==> config.mk <==
export PLATFORM = sky130hd
export DESIGN_NAME = rtc_seq_general_flat
export DESIGN_NICKNAME = d
export VERILOG_FILES = /design/src/rtl/rtc_seq_pkg.sv /design/src/rtl/rtc_seq_general_if.sv /design/src/rtl/rtc_seq_prio_enc.sv /design/src/rtl/rtc_seq_general.sv /design/src/flat_wrapper.sv
export SDC_FILE = /design/constraint.sdc
export NUM_CORES = 1
export LEC_CHECK = 0
export ABC_CLOCK_PERIOD_IN_PS = 2100
export CAP_MARGIN = 40
export CORE_UTILIZATION = 56
export DETAILED_ROUTE_END_ITERATION = 8
export DONT_BUFFER_PORTS = 1
export GPL_ROUTABILITY_DRIVEN = 1
export GPL_TIMING_DRIVEN = 0
export HOLD_SLACK_MARGIN = 0.03
export PLACE_DENSITY_LB_ADDON = 0.2
export SYNTH_ARGS = -nofsm -noshare
export SYNTH_HDL_FRONTEND = slang
export SYNTH_SLANG_ARGS = --single-unit
export TNS_END_PERCENT = 100
==> constraint.sdc <==
create_clock -name clk -period 2.1 [get_ports clk]
set_input_delay 0.315 -clock clk [delete_from_list [all_inputs] [get_ports clk]]
set_output_delay 0.315 -clock clk [all_outputs]
set_load 0.01 [all_outputs]
==> src/rtl/rtc_seq_pkg.sv <==
// Shared encodings for the RTC phase sequencer: state codes, bus-owner phase
// codes and the elaboration-time phase-counter width check.
package rtc_seq_pkg;

   typedef enum logic [2:0] {
      ST_INIT  = 3'd0,
      ST_READ  = 3'd1,
      ST_IDLE  = 3'd2,
      ST_EDIT  = 3'd3,
      ST_WRITE = 3'd4
   } state_t;

   localparam logic [1:0] PH_INIT  = 2'd0;
   localparam logic [1:0] PH_READ  = 2'd1;
   localparam logic [1:0] PH_IDLE  = 2'd2;
   localparam logic [1:0] PH_WRITE = 2'd3;

   // True when a cnt_w-bit counter can reach every configured cycle count.
   function automatic bit cnt_w_ok(input int cnt_w, input int a, input int b,
                                   input int c, input int d);
      longint m;
      m = longint'(a);
      if (longint'(b) > m) m = longint'(b);
      if (longint'(c) > m) m = longint'(c);
      if (longint'(d) > m) m = longint'(d);
      return (cnt_w > 0) && (cnt_w < 62) && ((longint'(1) << cnt_w) > m);
   endfunction

endpackage

==> src/rtl/rtc_seq_general_if.sv <==
// Request/strobe bundle between the RTC phase sequencer (slave) and the
// button/sub-FSM side (master).
interface rtc_seq_general_if #(parameter int N_MODES = 3);

   logic [N_MODES-1:0] mode_req;
   logic               wr_done;
   logic               do_it_inic;
   logic               do_it_leer;
   logic               do_it_esc;
   logic [1:0]         phase;
   logic [N_MODES-1:0] en_edit;
   logic [N_MODES-1:0] esc_sel;
   logic               ch0_mux2;
   logic               wr_timeout;

   modport master (
      output mode_req, wr_done,
      input  do_it_inic, do_it_leer, do_it_esc, phase, en_edit, esc_sel,
             ch0_mux2, wr_timeout
   );

   modport slave (
      input  mode_req, wr_done,
      output do_it_inic, do_it_leer, do_it_esc, phase, en_edit, esc_sel,
             ch0_mux2, wr_timeout
   );

endinterface

==> src/rtl/rtc_seq_prio_enc.sv <==
// Lowest-index-wins priority encoder for the edit-mode requests.
module rtc_seq_prio_enc #(
   parameter int N     = 3,
   parameter int IDX_W = 2
) (
   input  logic [N-1:0]     req,
   output logic [N-1:0]     oh,
   output logic             vld,
   output logic [IDX_W-1:0] idx
);

   always_comb begin
      oh  = '0;
      idx = '0;
      // Walk downward so the lowest set bit is the last one written.
      for (int i = N - 1; i >= 0; i--) begin
         if (req[i]) begin
            oh     = '0;
            oh[i]  = 1'b1;
            idx    = IDX_W'(i);
         end
      end
      vld = |req;
   end

endmodule

==> src/rtl/rtc_seq_general.sv <==
// Top-level phase sequencer for the RTC controller: INIT -> READ -> IDLE/EDIT
// -> WRITE. Optional macro SEQ_WR_HS_EN adds a wr_done handshake with watchdog.
module rtc_seq_general
   import rtc_seq_pkg::*;
#(
   parameter int N_MODES     = 3,
   parameter int INIT_CYC    = 518,
   parameter int READ_CYC    = 432,
   parameter int REFRESH_CYC = 1599570,
   parameter int WRITE_CYC   = 260,
   parameter int CNT_W       = 21
) (
   input  logic              clk,
   input  logic              reset,
   rtc_seq_general_if.slave  bus
);

   localparam int IDX_W = (N_MODES > 1) ? $clog2(N_MODES) : 1;

   localparam logic [CNT_W-1:0] INIT_LAST    = CNT_W'(INIT_CYC - 1);
   localparam logic [CNT_W-1:0] READ_LAST    = CNT_W'(READ_CYC - 1);
   localparam logic [CNT_W-1:0] REFRESH_LAST = CNT_W'(REFRESH_CYC - 1);
   localparam logic [CNT_W-1:0] WRITE_LAST   = CNT_W'(WRITE_CYC - 1);

   if (!cnt_w_ok(CNT_W, INIT_CYC, READ_CYC, REFRESH_CYC, WRITE_CYC)) begin : g_bad_cnt_w
      $error("rtc_seq_general: CNT_W too narrow for the configured cycle counts");
   end

   state_t             state, state_nxt;
   logic [CNT_W-1:0]   cnt;
   logic [IDX_W-1:0]   mode_lat;
   logic [N_MODES-1:0] lat_oh;

   logic [N_MODES-1:0] req_oh;
   logic               req_vld;
   logic [IDX_W-1:0]   req_idx;

   rtc_seq_prio_enc #(.N(N_MODES), .IDX_W(IDX_W)) u_prio (
      .req (bus.mode_req),
      .oh  (req_oh),
      .vld (req_vld),
      .idx (req_idx)
   );

`ifdef SEQ_WR_HS_EN
   logic to_set;
   logic wr_timeout_q;
`else
   logic unused_wr_done;
   assign unused_wr_done = bus.wr_done;
`endif

   always_ff @(posedge clk) begin
      if (!reset) begin
         state    <= ST_INIT;
         cnt      <= '0;
         mode_lat <= '0;
         lat_oh   <= '0;
`ifdef SEQ_WR_HS_EN
         wr_timeout_q <= 1'b0;
`endif
      end else begin
         state <= state_nxt;
         cnt   <= (state_nxt != state) ? '0 : cnt + CNT_W'(1);
         if (state == ST_IDLE && req_vld) begin
            mode_lat <= req_idx;
            lat_oh   <= req_oh;
         end
`ifdef SEQ_WR_HS_EN
         if (to_set) wr_timeout_q <= 1'b1;
`endif
      end
   end

   always_comb begin
      state_nxt      = state;
`ifdef SEQ_WR_HS_EN
      to_set         = 1'b0;
`endif
      bus.do_it_inic = 1'b0;
      bus.do_it_leer = 1'b0;
      bus.do_it_esc  = 1'b0;
      bus.phase      = PH_INIT;
      bus.en_edit    = '0;
      bus.esc_sel    = '0;
      bus.ch0_mux2   = 1'b0;
      case (state)
         ST_INIT: begin
            bus.do_it_inic = 1'b1;
            if (cnt == INIT_LAST) state_nxt = ST_READ;
         end
         ST_READ: begin
            bus.do_it_leer = 1'b1;
            bus.phase      = PH_READ;
            if (cnt == READ_LAST) state_nxt = ST_IDLE;
         end
         ST_IDLE: begin
            bus.phase = PH_IDLE;
            // A pending edit request beats a refresh expiring on the same cycle.
            if (req_vld)                  state_nxt = ST_EDIT;
            else if (cnt == REFRESH_LAST) state_nxt = ST_READ;
         end
         ST_EDIT: begin
            bus.phase    = PH_IDLE;
            bus.en_edit  = lat_oh;
            bus.ch0_mux2 = 1'b1;
            if (!bus.mode_req[mode_lat]) state_nxt = ST_WRITE;
         end
         ST_WRITE: begin
            bus.do_it_esc = 1'b1;
            bus.esc_sel   = lat_oh;
            bus.phase     = PH_WRITE;
`ifdef SEQ_WR_HS_EN
            if (bus.wr_done) state_nxt = ST_READ;
            else if (cnt == WRITE_LAST) begin
               state_nxt = ST_READ;
               to_set    = 1'b1;
            end
`else
            if (cnt == WRITE_LAST) state_nxt = ST_READ;
`endif
         end
         default: state_nxt = ST_INIT;
      endcase
   end

`ifdef SEQ_WR_HS_EN
   assign bus.wr_timeout = wr_timeout_q;
`else
   assign bus.wr_timeout = 1'b0;
`endif

endmodule

==> src/flat_wrapper.sv <==
// flat-port wrapper written by rule: the top's interface ports become plain ports
module rtc_seq_general_flat import rtc_seq_pkg::*;
#(
   parameter int N_MODES     = 3,
   parameter int INIT_CYC    = 518,
   parameter int READ_CYC    = 432,
   parameter int REFRESH_CYC = 1599570,
   parameter int WRITE_CYC   = 260,
   parameter int CNT_W       = 21
)
  (clk, reset, bus_mode_req, bus_wr_done, bus_do_it_inic, bus_do_it_leer, bus_do_it_esc, bus_phase, bus_en_edit, bus_esc_sel, bus_ch0_mux2, bus_wr_timeout);
  rtc_seq_general_if #(.N_MODES(N_MODES)) bus_i ();
  input  logic clk;
  input  logic reset;
  input wire logic [$bits(bus_i.mode_req)-1:0] bus_mode_req;
  input wire logic [$bits(bus_i.wr_done)-1:0] bus_wr_done;
  output wire logic [$bits(bus_i.do_it_inic)-1:0] bus_do_it_inic;
  output wire logic [$bits(bus_i.do_it_leer)-1:0] bus_do_it_leer;
  output wire logic [$bits(bus_i.do_it_esc)-1:0] bus_do_it_esc;
  output wire logic [$bits(bus_i.phase)-1:0] bus_phase;
  output wire logic [$bits(bus_i.en_edit)-1:0] bus_en_edit;
  output wire logic [$bits(bus_i.esc_sel)-1:0] bus_esc_sel;
  output wire logic [$bits(bus_i.ch0_mux2)-1:0] bus_ch0_mux2;
  output wire logic [$bits(bus_i.wr_timeout)-1:0] bus_wr_timeout;
  assign bus_i.mode_req = bus_mode_req;
  assign bus_i.wr_done = bus_wr_done;
  assign bus_do_it_inic = bus_i.do_it_inic;
  assign bus_do_it_leer = bus_i.do_it_leer;
  assign bus_do_it_esc = bus_i.do_it_esc;
  assign bus_phase = bus_i.phase;
  assign bus_en_edit = bus_i.en_edit;
  assign bus_esc_sel = bus_i.esc_sel;
  assign bus_ch0_mux2 = bus_i.ch0_mux2;
  assign bus_wr_timeout = bus_i.wr_timeout;
  rtc_seq_general #(.N_MODES(N_MODES), .INIT_CYC(INIT_CYC), .READ_CYC(READ_CYC), .REFRESH_CYC(REFRESH_CYC), .WRITE_CYC(WRITE_CYC), .CNT_W(CNT_W)) u_core (.clk(clk), .reset(reset), .bus(bus_i));
endmodule
==> Word-level counts from Yosys, hierarchy flattened <==
Cells that the tools add are included.
{ "word_totals": {"regBits": 29, "inputBits": 6, "output_inout_bits": 13, "word_cells": 43} }
{ "classes": {"add_sub_neg": 1, "n_lt_le_gt_ge": 1, "n_eq_ne": 9, "muxes": 22, "n_bitwise": 1, "reduce_logical": 5} }
{ "op_table": {"columns": ["operator", "n"], "rows": [
  ["$eq A21 B9 Y1 const B", 2],
  ["$mux W3", 11],
  ["$add A21 B1 Y21 const B", 1],
  ["$eq A21 B10 Y1 const B", 1],
  ["$eq A21 B21 Y1 const B", 1],
  ["$pmux W3 S5", 1],
  ["$eq A3 B2 Y1 const B", 2],
  ["$mux W2", 3],
  ["$pmux W2 S3", 1],
  ["$mux W1", 5],
  ["$reduce_or A2 Y1", 2],
  ["$eq A3 B1 Y1 const B", 1],
  ["$eq A3 B3 Y1 const B", 1],
  ["$logic_not A3 Y1", 1],
  ["$lt A2 B3 Y1 const B", 1],
  ["$ne A3 B3 Y1", 1],
  ["$reduce_or A3 Y1", 1],
  ["$bmux W1 S2", 1],
  ["$logic_and A1 B1 Y1", 1],
  ["$not A1 Y1", 1]
]} }

==> Depth between registers and ports, before layout <==
Gate-level depths: netlist (run 1).
{ "depth": {"word_depth": 6, "depth_mapped": 8} }

==> Modules after synthesis <==
A second synthesis (run 1) with hierarchy kept.
{ "unflattened": {"hier_cells": 187, "hier_area_um2": 1690.4} }
{ "by_module_without_submodules": {"columns": ["module", "instances", "cells_each", "area_each_um2", "seq_area_each_um2"], "rows": [
  ["rtc_seq_general", 1, 181, 1647.8, 580.6],
  ["rtc_seq_prio_enc", 1, 6, 42.5, 0.0]
]} }

==> Least setup slack after synthesis (run 1) <==
No wires, ideal clock.
{ "synth_path": {"path_type": "reg-to-reg", "startpoint": "register u_core.cnt[0]", "endpoint": "register u_core.cnt[11]", "setup_time_ps": 121, "arrival_ps": 1884, "required_time_ps": 1979, "slack_ps": 95, "path_stages_with_launch": 8, "n_path_buf": 1, "period_less_slack_ps": 2005, "cell_sequence": "dfxtp_1 > ha_1 > or3b_2 > nor4_1 > nand3_1 > a31oi_2 > buf_6 > nor3_1"} }
{ "synth_via": {"elab_chain_len": 6, "elab_cells_between_ends": 13} }
{ "synth_lines": {"columns": ["element", "line", "text"], "rows": [
  ["start: declaration", "rtc_seq_general.sv:30", "logic [CNT_W-1:0] cnt;"],
  ["start signal: assignment", "rtc_seq_general.sv:64", "cnt <= (state_nxt != state) ? '0 : cnt + CNT_W'(1);"],
  ["$eq A21 B21 Y1", "rtc_seq_general.sv:101", "else if (cnt == REFRESH_LAST) state_nxt = ST_READ;"],
  ["$mux W3", "rtc_seq_general.sv:101", null],
  ["$mux W3", "rtc_seq_general.sv:100", "if (req_vld) state_nxt = ST_EDIT;"],
  ["$pmux W3 S5", "rtc_seq_general.sv:87", "case (state)"],
  ["$ne A3 B3 Y1", "rtc_seq_general.sv:64", null],
  ["$reduce_or A2 Y1 (no source line)", null, null]
]} }
Several ways; a longest one is shown, not always the timed one.
A chain may end at the register's enable or synchronous reset.

==> Worst setup path after layout (run 1) <==
{ "layout_path": {"startpoint": "register u_core.cnt[15]", "endpoint": "register u_core.cnt[6]"} }
{ "layout_via": {"elab_chain_len": 6, "elab_cells_between_ends": 12} }
{ "layout_lines": {"columns": ["element", "line"], "rows": [
  ["$eq A21 B21 Y1", "rtc_seq_general.sv:101"],
  ["$mux W3", "rtc_seq_general.sv:101"],
  ["$mux W3", "rtc_seq_general.sv:100"],
  ["$pmux W3 S5 (*)", "rtc_seq_general.sv:87"],
  ["$ne A3 B3 Y1 (*)", "rtc_seq_general.sv:64"],
  ["$reduce_or A2 Y1 (no source line) (*)", null]
]} }
Every way passes the cells marked *; elsewhere a longest branch is shown, timed or not.

==> results of run 1 <==
-- power breakdown --
group / total, µW / switching, µW / leakage (µW) / internal (µW)
registers: 541 / 15.5 / 0.000220 / 525
clock network: 227 / 152 / 0.0000150 / 74.5
logic: 102 / 61.4 / 0.000373 / 40.9
-- worst max-delay path: stages (launching register included) --
cell and delay (ns):
dfxtp_1 0.37, or4_4 0.58, nor4_2 0.26, nand4_1 0.19
o211ai_2 0.28, buf_4 0.22, nor3_1 0.07
-- per-stage QoR --
step           cell area, µm²  utilization (%)
6_report                 1690             66.5
5_1_grt                  1690             66.5
4_1_cts                  1630             64.1
3_5_place_dp             1580             62.2
3_3_place_gp             1580             62.2
2_1_floorplan            1550                -
-- flip-flops by register name (all words and copies together) (netlist names) --
| register | flops |
|---|---|
| u_core.lat_oh | 2 |
| u_core.mode_lat | 1 |
| u_core.cnt | 21 |
| u_core.state | 3 |
-- path summary, 6_finish.rpt --
path	from	to	cells past startpoint
max reg2reg	u_core.cnt[15]	u_core.cnt[6]	6
max	u_core.cnt[15]	u_core.cnt[6]	6
min	reset	u_core.mode_lat[1]	2
min reg2reg	u_core.cnt[0]	u_core.cnt[0]	1
-- metal layers --
metal | wire length [µm] | vias to the layer above
met5 | 0 | -
met2 | 1590 | 37
met4 | 40 | 0
met3 | 132 | 7
met1 | 1590 | 615
li1 | - | 677
-- area by class of cell --
type	count	area share (%)
Inverter	5	1.11
Clock buffer	4	1.55
Multi-Input combinational cell	145	58.0
Sequential cell	27	32.4
Tap cell	30	2.22
Buffer	10	4.29
Timing Repair Buffer	1	0.443
-- what timing repair did --
| item | CTS | global route |
|---|---|---|
| gates cloned | 0 | 0 |
| buffers inserted | 0 | 1 |
| endpoints found under the hold margin | 0 | 0 |
| pin swaps | 3 | 4 |
| resized for setup | 4 | 17 |
| hold buffers | 0 | 0 |
| endpoints found under the setup margin | 21 | 21 |
-- cells in the mapped netlist, drive strengths merged (2+ instances only) --
master,count
clkbuf,5
nand2b,3
nor3,30
xnor2,6
a31oi,3
nand4,7
o21ai,6
or3,2
and2,3
a21oi,3
nor2,11
dfxtp,27
ha,2
or4,2
nor4,4
inv,5
nand3,9
or3b,2
nand2,19
and3,5
nand3b,2
xor2,13
buf,6
-- cell families (layout without fill, tap and decap cells) --
kind of cell	Yosys count	after routing
muxes	1	1
adders and majority gates	2	2
buffers and inverters	16	20
DFF	27	27
xor gates and xnor gates	19	19
AOI/OAI and AO/OA	20	20
and+or+nand+nor	102	102
other	1	1
-- layout by cell type (no fill, tap or decap), types with 6 or more instances in the layout --
cell / count
dfxtp_1: 23
nand3_1: 7
nand2_1: 19
nand4_1: 7
xor2_1: 13
xnor2_1: 6
nor2_1: 11
o21ai_0: 6
nor3_1: 26
==> flow_metrics.py, run 1 <==
metrics = {
    "global_route": {
        "grt_pass1_vias": 1208,
        "grt_use_met3_pct": 2.78,
        "track_usage_pct": 24.5,
        "busiest_layer": "met2",
        "grt_pass1_wl_um": 5270,
        "grt_start_max_net_pins": 15,
        "met2_usage_pct": 42.1,
        "grtUsageMet1_pct": 31.7,
        "grt-ovfl-total": 0,
        "antenna_found_initial": 0,
    },
    "floorplan": {
        "dieHeight_um": 54.5,
        "num_rows": 18,
        "die_w_um": 54.5,
        "initial_core_util_pct": 60.7,
        "dieArea_mm2": 0.00297,
        "io_pins": 19,
        "core-area_mm2": 0.00254,
    },
    "sta": {
        "clock_skew_ns": 0.0105,
        "rsz0062_at_grt": "yes",
        "holdWs_ns": 0.100,
        "period_needed_ns": 2.07,
        "fmax_ghz": 0.483,
        "min_period_over_period_pct": 98.5,
        "tns_ns": 0,
        "hold_viol": 0,
        "finalSetupViolCount": 0,
        "tightest_slew_ns": 0.496,
        "slew-limit-headroom_pct": 66.7,
        "slew_viol_final": 0,
        "worst_slack_ns": 0.0310,
    },
    "yosys": {
        "ys_ff_latch": 27,
        "synth_top_family_by_area": "simple AND/OR/NAND/NOR gates",
        "avgSynthCellArea_um2": 8.22,
        "ys_types": 44,
        "synth_top_area_share_pct": 35.0,
        "synthArstFlopShare_pct": 0,
        "synthCells": 188,
        "synthAdderAreaFrac_pct": 1.62,
        "synthXorXnorAreaFrac_pct": 10.8,
        "synth_compound_area_share_pct": 9.15,
        "yosysSeqAreaShare_pct": 35.0,
        "synth_flop_cell": "dfxtp_1",
        "ys.warnings.count": 0,
        "synth_nets": 196,
        "synth_area_leaders": "dfxtp_1 35%, nor3_1 9.4%, xor2_1 7.4%",
        "synth_area_mm2": 0.00155,
        "synth_edf_count": 0,
        "muxShareOfSynthArea_pct": 0.648,
        "synth-simple-area-share_pct": 36.8,
        "yosys.area.top_type": "dfxtp_1",
    },
    "layout": {
        "fillers": 224,
        "register_area_um2": 548,
        "final_cells": 222,
        "areaGrowthSynthToFinish_pct": 9.55,
        "nets": 201,
        "diodes": 0,
        "layout-drive-gt1-share_pct": 16.7,
        "multiInputGateArea_um2": 982,
    },
    "route": {
        "wirelength_um": 3360,
        "first_pass_iters": 6,
        "num_vias": 1336,
        "routed_via_density": 6.02,
        "postRouteAntennaNets": 0,
        "drcViolationCount": 0,
        "first_iter_violations": 24,
        "wl_per_cell_um": 15.1,
    },
    "setup_path": {
        "critPathMaxFanout": 10,
        "startpoint_type": "flop",
        "path_class": "flop to flop",
        "r2r_slack_ns": 0.03,
        "cp.arrival_ns": 2.30,
        "end_kind": "flop",
        "worstPathRequired_ns": 2.33,
    },
    "cts": {
        "htree_levels": 1,
        "cts.path.max_buffers": 2,
        "cts_sinks": 27,
        "clk_pin_slew_ns": 0.15,
        "clock_latency_ns": 0.33,
        "numCtsBuffers": 3,
        "cts_tree": "done",
        "cts_root_buf": "clkbuf_4",
    },
    "place": {
        "place_ws_ns": -0.165,
        "port_buffers": 0,
        "hpwl_um": 2400,
        "dpl.cell_count": 218,
        "place_congestion": 0.796,
    },
    "run_status": {
        "status": "complete, no violations",
    },
    "pwr": {
        "power_density_mw_per_mm2": 514,
        "p_leak_uw": 0.000608,
        "ir_worst_vdd_mv": 0.421,
        "total_power_uw": 870,
    },
    "hold_path": {
        "hold_path.class": "input pin to flop",
    },
    "run": {
        "cap_viol_max_count": 0,
    },
}
(Power assumes the default switching activity.)
==> run 2, diff against run 1 <==
--- a/config.mk
+++ b/config.mk
@@ -7,7 +7,7 @@
 export LEC_CHECK = 0
 export ABC_CLOCK_PERIOD_IN_PS = 2100
 export CAP_MARGIN = 40
-export CORE_UTILIZATION = 56
+export CORE_UTILIZATION = 55
 export DETAILED_ROUTE_END_ITERATION = 8
 export DONT_BUFFER_PORTS = 1
 export GPL_ROUTABILITY_DRIVEN = 1
==> run 2 against run 1 <==
Net effect: clock power decreased by 2%; sequential share of layout area decreased by 2.1 points; highest routed layer unchanged; flip-flop and latch count unchanged; global-route usage decreased by 2.5 points; core utilization increased by 3.6 points; die area increased by 1.7%; critical endpoint is now u_core.cnt[17]; final cell count increased by 3.2%; via count increased by 4.4%; fmax decreased by 0.91%.
==> flow_metrics.py, run 2 (synthesis results as in run 1) <==
metrics = {
    "sta": {
        "fmax_ghz": 0.479,
        "min_period_over_period_pct": 99.4,
        "period_needed_ns": 2.09,
        "clock_skew_ns": 0.00332,
        "holdWs_ns": 0.125,
        "finalSetupViolCount": 0,
        "slew_viol_final": 0,
        "worst_slack_ns": 0.0119,
        "rsz0062_at_grt": "yes",
        "hold_viol": 0,
    },
    "route": {
        "first_iter_violations": 33,
        "drcViolationCount": 0,
        "postRouteAntennaNets": 0,
        "num_vias": 1395,
        "wl_per_cell_um": 15.4,
        "wirelength_um": 3530,
        "first_pass_iters": 4,
        "routed_via_density": 6.09,
    },
    "setup_path": {
        "worstPathRequired_ns": 2.33,
        "critPathMaxFanout": 5,
        "cp.arrival_ns": 2.32,
        "path_cells": "or4_4, nor4_4, buf_4, o2111ai_4, a31oi_4, buf_6, nor3_1",
        "crit_family": "simple AND/OR/NAND/NOR gates",
        "startpoint_type": "flop",
        "critPathSlowestCell": "or4_4",
        "end_kind": "flop",
        "path_class": "flop to flop",
        "cpPeakStageDelay_ns": 0.55,
        "worst-path-buf-inv": 2,
    },
    "cts": {
        "cts_root_buf": "clkbuf_4",
        "cts_sinks": 27,
        "cts.path.max_buffers": 2,
        "clk_pin_slew_ns": 0.14,
        "cts_tree": "done",
        "htree_levels": 1,
        "numCtsBuffers": 3,
        "clock_latency_ns": 0.32,
    },
    "layout": {
        "final_cell_area_mm2": 0.00180,
        "areaGrowthSynthToFinish_pct": 16.5,
        "largest_reg_flops": 21,
        "largestRegisters": "u_core.cnt (21), u_core.state (3), u_core.lat_oh (2)",
        "top_register": "u_core.cnt",
        "nets": 208,
        "diodes": 0,
        "layout-drive-gt1-share_pct": 23.1,
        "layout_common_cells": "23 x dfxtp_1, 19 x nand2_1, 19 x nor3_1, 13 x xor2_1, 11 x nor2_1",
        "finish.utilization_pct": 70.1,
        "final_common_cell": "dfxtp_1",
    },
    "place": {
        "hpwl_um": 2330,
        "place_ws_ns": -0.198,
        "place_congestion": 0.771,
        "port_buffers": 0,
        "place_area_mm2": 0.00158,
    },
    "floorplan": {
        "num_rows": 18,
        "dieHeight_um": 55.0,
        "io_pins": 19,
        "initial_core_util_pct": 60.2,
        "dieArea_mm2": 0.00303,
        "core-area_mm2": 0.00257,
        "die_w_um": 55.0,
    },
    "run": {
        "cap_viol_max_count": 0,
    },
    "global_route": {
        "grt-ovfl-total": 0,
        "grt_start_max_net_pins": 16,
        "grt_pass1_vias": 1147,
        "antenna_found_initial": 0,
        "grt_pass1_wl_um": 4890,
        "track_usage_pct": 22.0,
    },
    "pwr": {
        "p_leak_uw": 0.000635,
        "power_density_mw_per_mm2": 488,
        "ir_worst_vdd_mv": 0.355,
    },
    "hold_path": {
        "hold_path.class": "input pin to flop",
    },
    "run_status": {
        "status": "complete, no violations",
    },
}
run 2: cell count changes in the layout (fill, tap and decap cells not counted), sizes merged:
cell    before  now
clkbuf       8    7
buf          7   14
clkinv       0    1
run 2: final timing paths:
path	start	to	slack (ns)	cells past startpoint
setup / recovery	u_core.cnt[13]	u_core.cnt[17]	0.01	7
hold / removal	reset	u_core.mode_lat[1]	0.12	2
hold reg to reg	u_core.cnt[0]	u_core.cnt[0]	0.48	1
setup reg to reg	u_core.cnt[13]	u_core.cnt[17]	0.01	7
run 2: power breakdown:
group          switching, µW  leakage (µW)  internal, µW
Clock                    151     0.0000177          71.3
Sequential              15.8      0.000220           525
Combinational           67.4      0.000397          47.8
run 2: per-layer routing:
| layer | track usage (%) | vias to the layer above | wire length (µm) | share of wire, % |
|---|---|---|---|---|
| met3 | 2.73 | 4 | 167 | 4.7 |
| met4 | 3.75 | 0 | 28 | 0.79 |
| li1 | - | 687 | - | - |
| met1 | 27.2 | 662 | 1560 | 44 |
| met5 | 0 | - | 0 | 0 |
| met2 | 40.8 | 42 | 1780 | 50 |
run 2: area by class of cell:
type / count / area (µm²)
Timing Repair Buffer: 8 / 67.6
Sequential cell: 27 / 546
Tap cell: 30 / 37.5
Buffer: 10 / 80.1
Clock buffer: 3 / 22.5
Fill cell: 209 / 767
Clock inverter: 1 / 5.00
Inverter: 5 / 18.8
Multi-Input combinational cell: 145 / 1020
run 2: repair_timing:
action / in CTS / in global routing
hold buffers: 0 / 0
gates resized for setup: 4 / 29
endpoints found under the setup margin: 21 / 24
pin swaps: 1 / 6
setup buffers: 1 / 5
cloned: 0 / 2
run 2: through the flow:
stage	instances	TNS [ns]	power, µW
floorplan	188	0	621
global route	229	-1.23	914
finish	229	0	878
CTS	223	0	863
detailed placement	218	-3.66	641
global placement	218	-2.16	638
==> run 3, diff against run 2 <==
--- a/config.mk
+++ b/config.mk
@@ -5,7 +5,7 @@
 export SDC_FILE = /design/constraint.sdc
 export NUM_CORES = 1
 export LEC_CHECK = 0
-export ABC_CLOCK_PERIOD_IN_PS = 2100
+export ABC_CLOCK_PERIOD_IN_PS = 2600
 export CAP_MARGIN = 40
 export CORE_UTILIZATION = 55
 export DETAILED_ROUTE_END_ITERATION = 8
==> constraint.sdc (replaced) <==
create_clock -name clk -period 2.6 [get_ports clk]
set_input_delay 0.39 -clock clk [delete_from_list [all_inputs] [get_ports clk]]
set_output_delay 0.39 -clock clk [all_outputs]
set_load 0.01 [all_outputs]
==> run 3 against run 2 <==
Net effect: clock skew about the same; clock power fell by 20%; design area fell by 11%; worst setup slack gained 0.28 ns; critical path type unchanged.
==> flow_metrics.py, run 3 (synthesis results as in run 1) <==
metrics = {
    "setup_path": {
        "critPathSlowestCell": "or3b_2",
        "worstPathRequired_ns": 2.82,
        "crit_start": "u_core.cnt[0]",
        "r2r-start": "u_core.cnt[0]",
        "reg2reg_to": "u_core.cnt[17]",
        "r2r_slack_ns": 0.29,
        "r2r_cells": 7,
        "cp.arrival_ns": 2.53,
        "end_kind": "flop",
        "cpPeakStageDelay_ns": 0.47,
        "critPathMaxFanout": 10,
        "worst-path-buf-inv": 1,
        "startpoint_type": "flop",
        "path_cells": "ha_1, or3b_2, nor4_1, nand3_1, a31oi_2, buf_6, nor3_1",
        "path_class": "flop to flop",
        "crit_family": "simple AND/OR/NAND/NOR gates",
    },
    "pwr": {
        "power_density_mw_per_mm2": 427,
        "p_leak_uw": 0.000571,
        "total_power_uw": 687,
        "ir_worst_vdd_mv": 0.274,
    },
    "layout": {
        "layout_common_cells": "29 x nor3_1, 27 x dfxtp_1, 19 x nand2_1, 13 x xor2_1, 11 x nor2_1",
        "nets": 201,
        "areaGrowthSynthToFinish_pct": 4.21,
        "top_register": "u_core.cnt",
        "largestRegisters": "u_core.cnt (21), u_core.state (3), u_core.lat_oh (2)",
        "final_common_cell": "nor3_1",
        "layout-drive-gt1-share_pct": 10.4,
        "diodes": 0,
        "largest_reg_flops": 21,
    },
    "cts": {
        "ctsResizeCount": 0,
        "cts_tree": "done",
        "cts_root_buf": "clkbuf_4",
        "cts_sinks": 27,
        "clock_latency_ns": 0.32,
        "htree_levels": 1,
        "numCtsBuffers": 3,
        "cts.path.max_buffers": 2,
        "postCtsSetupRepairBufs": 0,
        "hold_buffers": 0,
        "clk_pin_slew_ns": 0.14,
    },
    "sta": {
        "finalSetupViolCount": 0,
        "hold_viol": 0,
        "slew_viol_final": 0,
        "period_needed_ns": 2.31,
        "slew-limit-headroom_pct": 50.9,
        "tns_ns": 0,
        "min_period_over_period_pct": 88.8,
        "fmax_ghz": 0.433,
        "rsz0062_at_grt": "no",
        "tightest_slew_ns": 0.731,
        "worst_slack_ns": 0.291,
        "clock_skew_ns": 0.00365,
    },
    "hold_path": {
        "min_to": "u_core.mode_lat[1]",
        "hold_start": "reset",
        "hold_depth": 2,
        "hold_path.class": "input pin to flop",
    },
    "global_route": {
        "grt_pass1_wl_um": 4860,
        "grt_start_max_net_pins": 16,
        "antenna_found_initial": 0,
        "track_usage_pct": 21.8,
        "grt_pass1_vias": 1133,
        "grt-ovfl-total": 0,
    },
    "place": {
        "place_ws_ns": 0.302,
        "port_buffers": 0,
        "place_congestion": 0.771,
        "hpwl_um": 2330,
    },
    "floorplan": {
        "io_pins": 19,
        "initial_core_util_pct": 60.2,
        "num_rows": 18,
        "dieHeight_um": 55.0,
        "dieArea_mm2": 0.00303,
        "die_w_um": 55.0,
        "core-area_mm2": 0.00257,
    },
    "route": {
        "wl_per_cell_um": 13.9,
        "first_pass_iters": 4,
        "drcViolationCount": 0,
        "first_iter_violations": 17,
        "wirelength_um": 3090,
        "routed_via_density": 5.95,
        "postRouteAntennaNets": 0,
        "num_vias": 1321,
    },
    "run": {
        "cap_viol_max_count": 0,
    },
    "run_status": {
        "status": "complete, no violations",
    },
}
[run 3: changes by cell type in the layout (fill, tap and decap cells not counted), sizes merged]
| cell | change |
|---|---|
| buf | -8 |
| clkbuf | +1 |
[run 3: worst register-to-register path, cell delays in order, from the launching register on]
cell,delay [ns]
dfxtp_1,0.44
ha_1,0.17
or3b_2,0.47
nor4_1,0.38
nand3_1,0.20
a31oi_2,0.32
buf_6,0.19
nor3_1,0.06
[run 3: where the power goes]
part           internal (µW)  total [µW]  switching [µW]
combinational           29.2        76.1            47.0
clock                   57.7         178             120
sequential               423         433            9.36
total                    510         687             177
[run 3: how the worst max path moves through the flow]
stage	endpoint	slack [ns]	depth (start not counted)
after floorplan	u_core.cnt[11]	0.60	7
after global placement	u_core.cnt[4]	0.39	7
after detailed placement	u_core.cnt[4]	0.30	7
after CTS	u_core.cnt[4]	0.28	7
after global routing	u_core.cnt[4]	0.1	7
final	u_core.cnt[17]	0.29	7
[run 3: area by class of cell]
type / instances / area, µm²
Inverter: 5 / 18.8
Multi-Input combinational cell: 145 / 915
Clock buffer: 3 / 22.5
Fill cell: 241 / 957
Buffer: 11 / 71.3
Tap cell: 30 / 37.5
Clock inverter: 1 / 5.00
Sequential cell: 27 / 541
[run 3: metrics by stage]
| step | cell area [µm²] | util [%] | instances | hold WS (ns) |
|---|---|---|---|---|
| after floorplan | 1550 | - | 188 | 0.471 |
| after global placement | 1580 | 61.6 | 218 | 0.512 |
| after detailed placement | 1580 | 61.6 | 218 | 0.530 |
| after CTS | 1610 | 62.7 | 222 | 0.193 |
| after global routing | 1610 | 62.7 | 222 | 0.215 |
| final | 1610 | 62.7 | 222 | 0.198 |
[run 3: per-layer routing]
metal / share of wire, % / GRT usage, % / vias to the layer above / wire length (µm)
met5: 0 / 0 / - / 0
met4: 0.32 / 3.75 / 0 / 10
met3: 5.4 / 2.73 / 2 / 168
met2: 49 / 40.0 / 36 / 1510
met1: 45 / 27.3 / 608 / 1400
li1: - / - / 675 / -
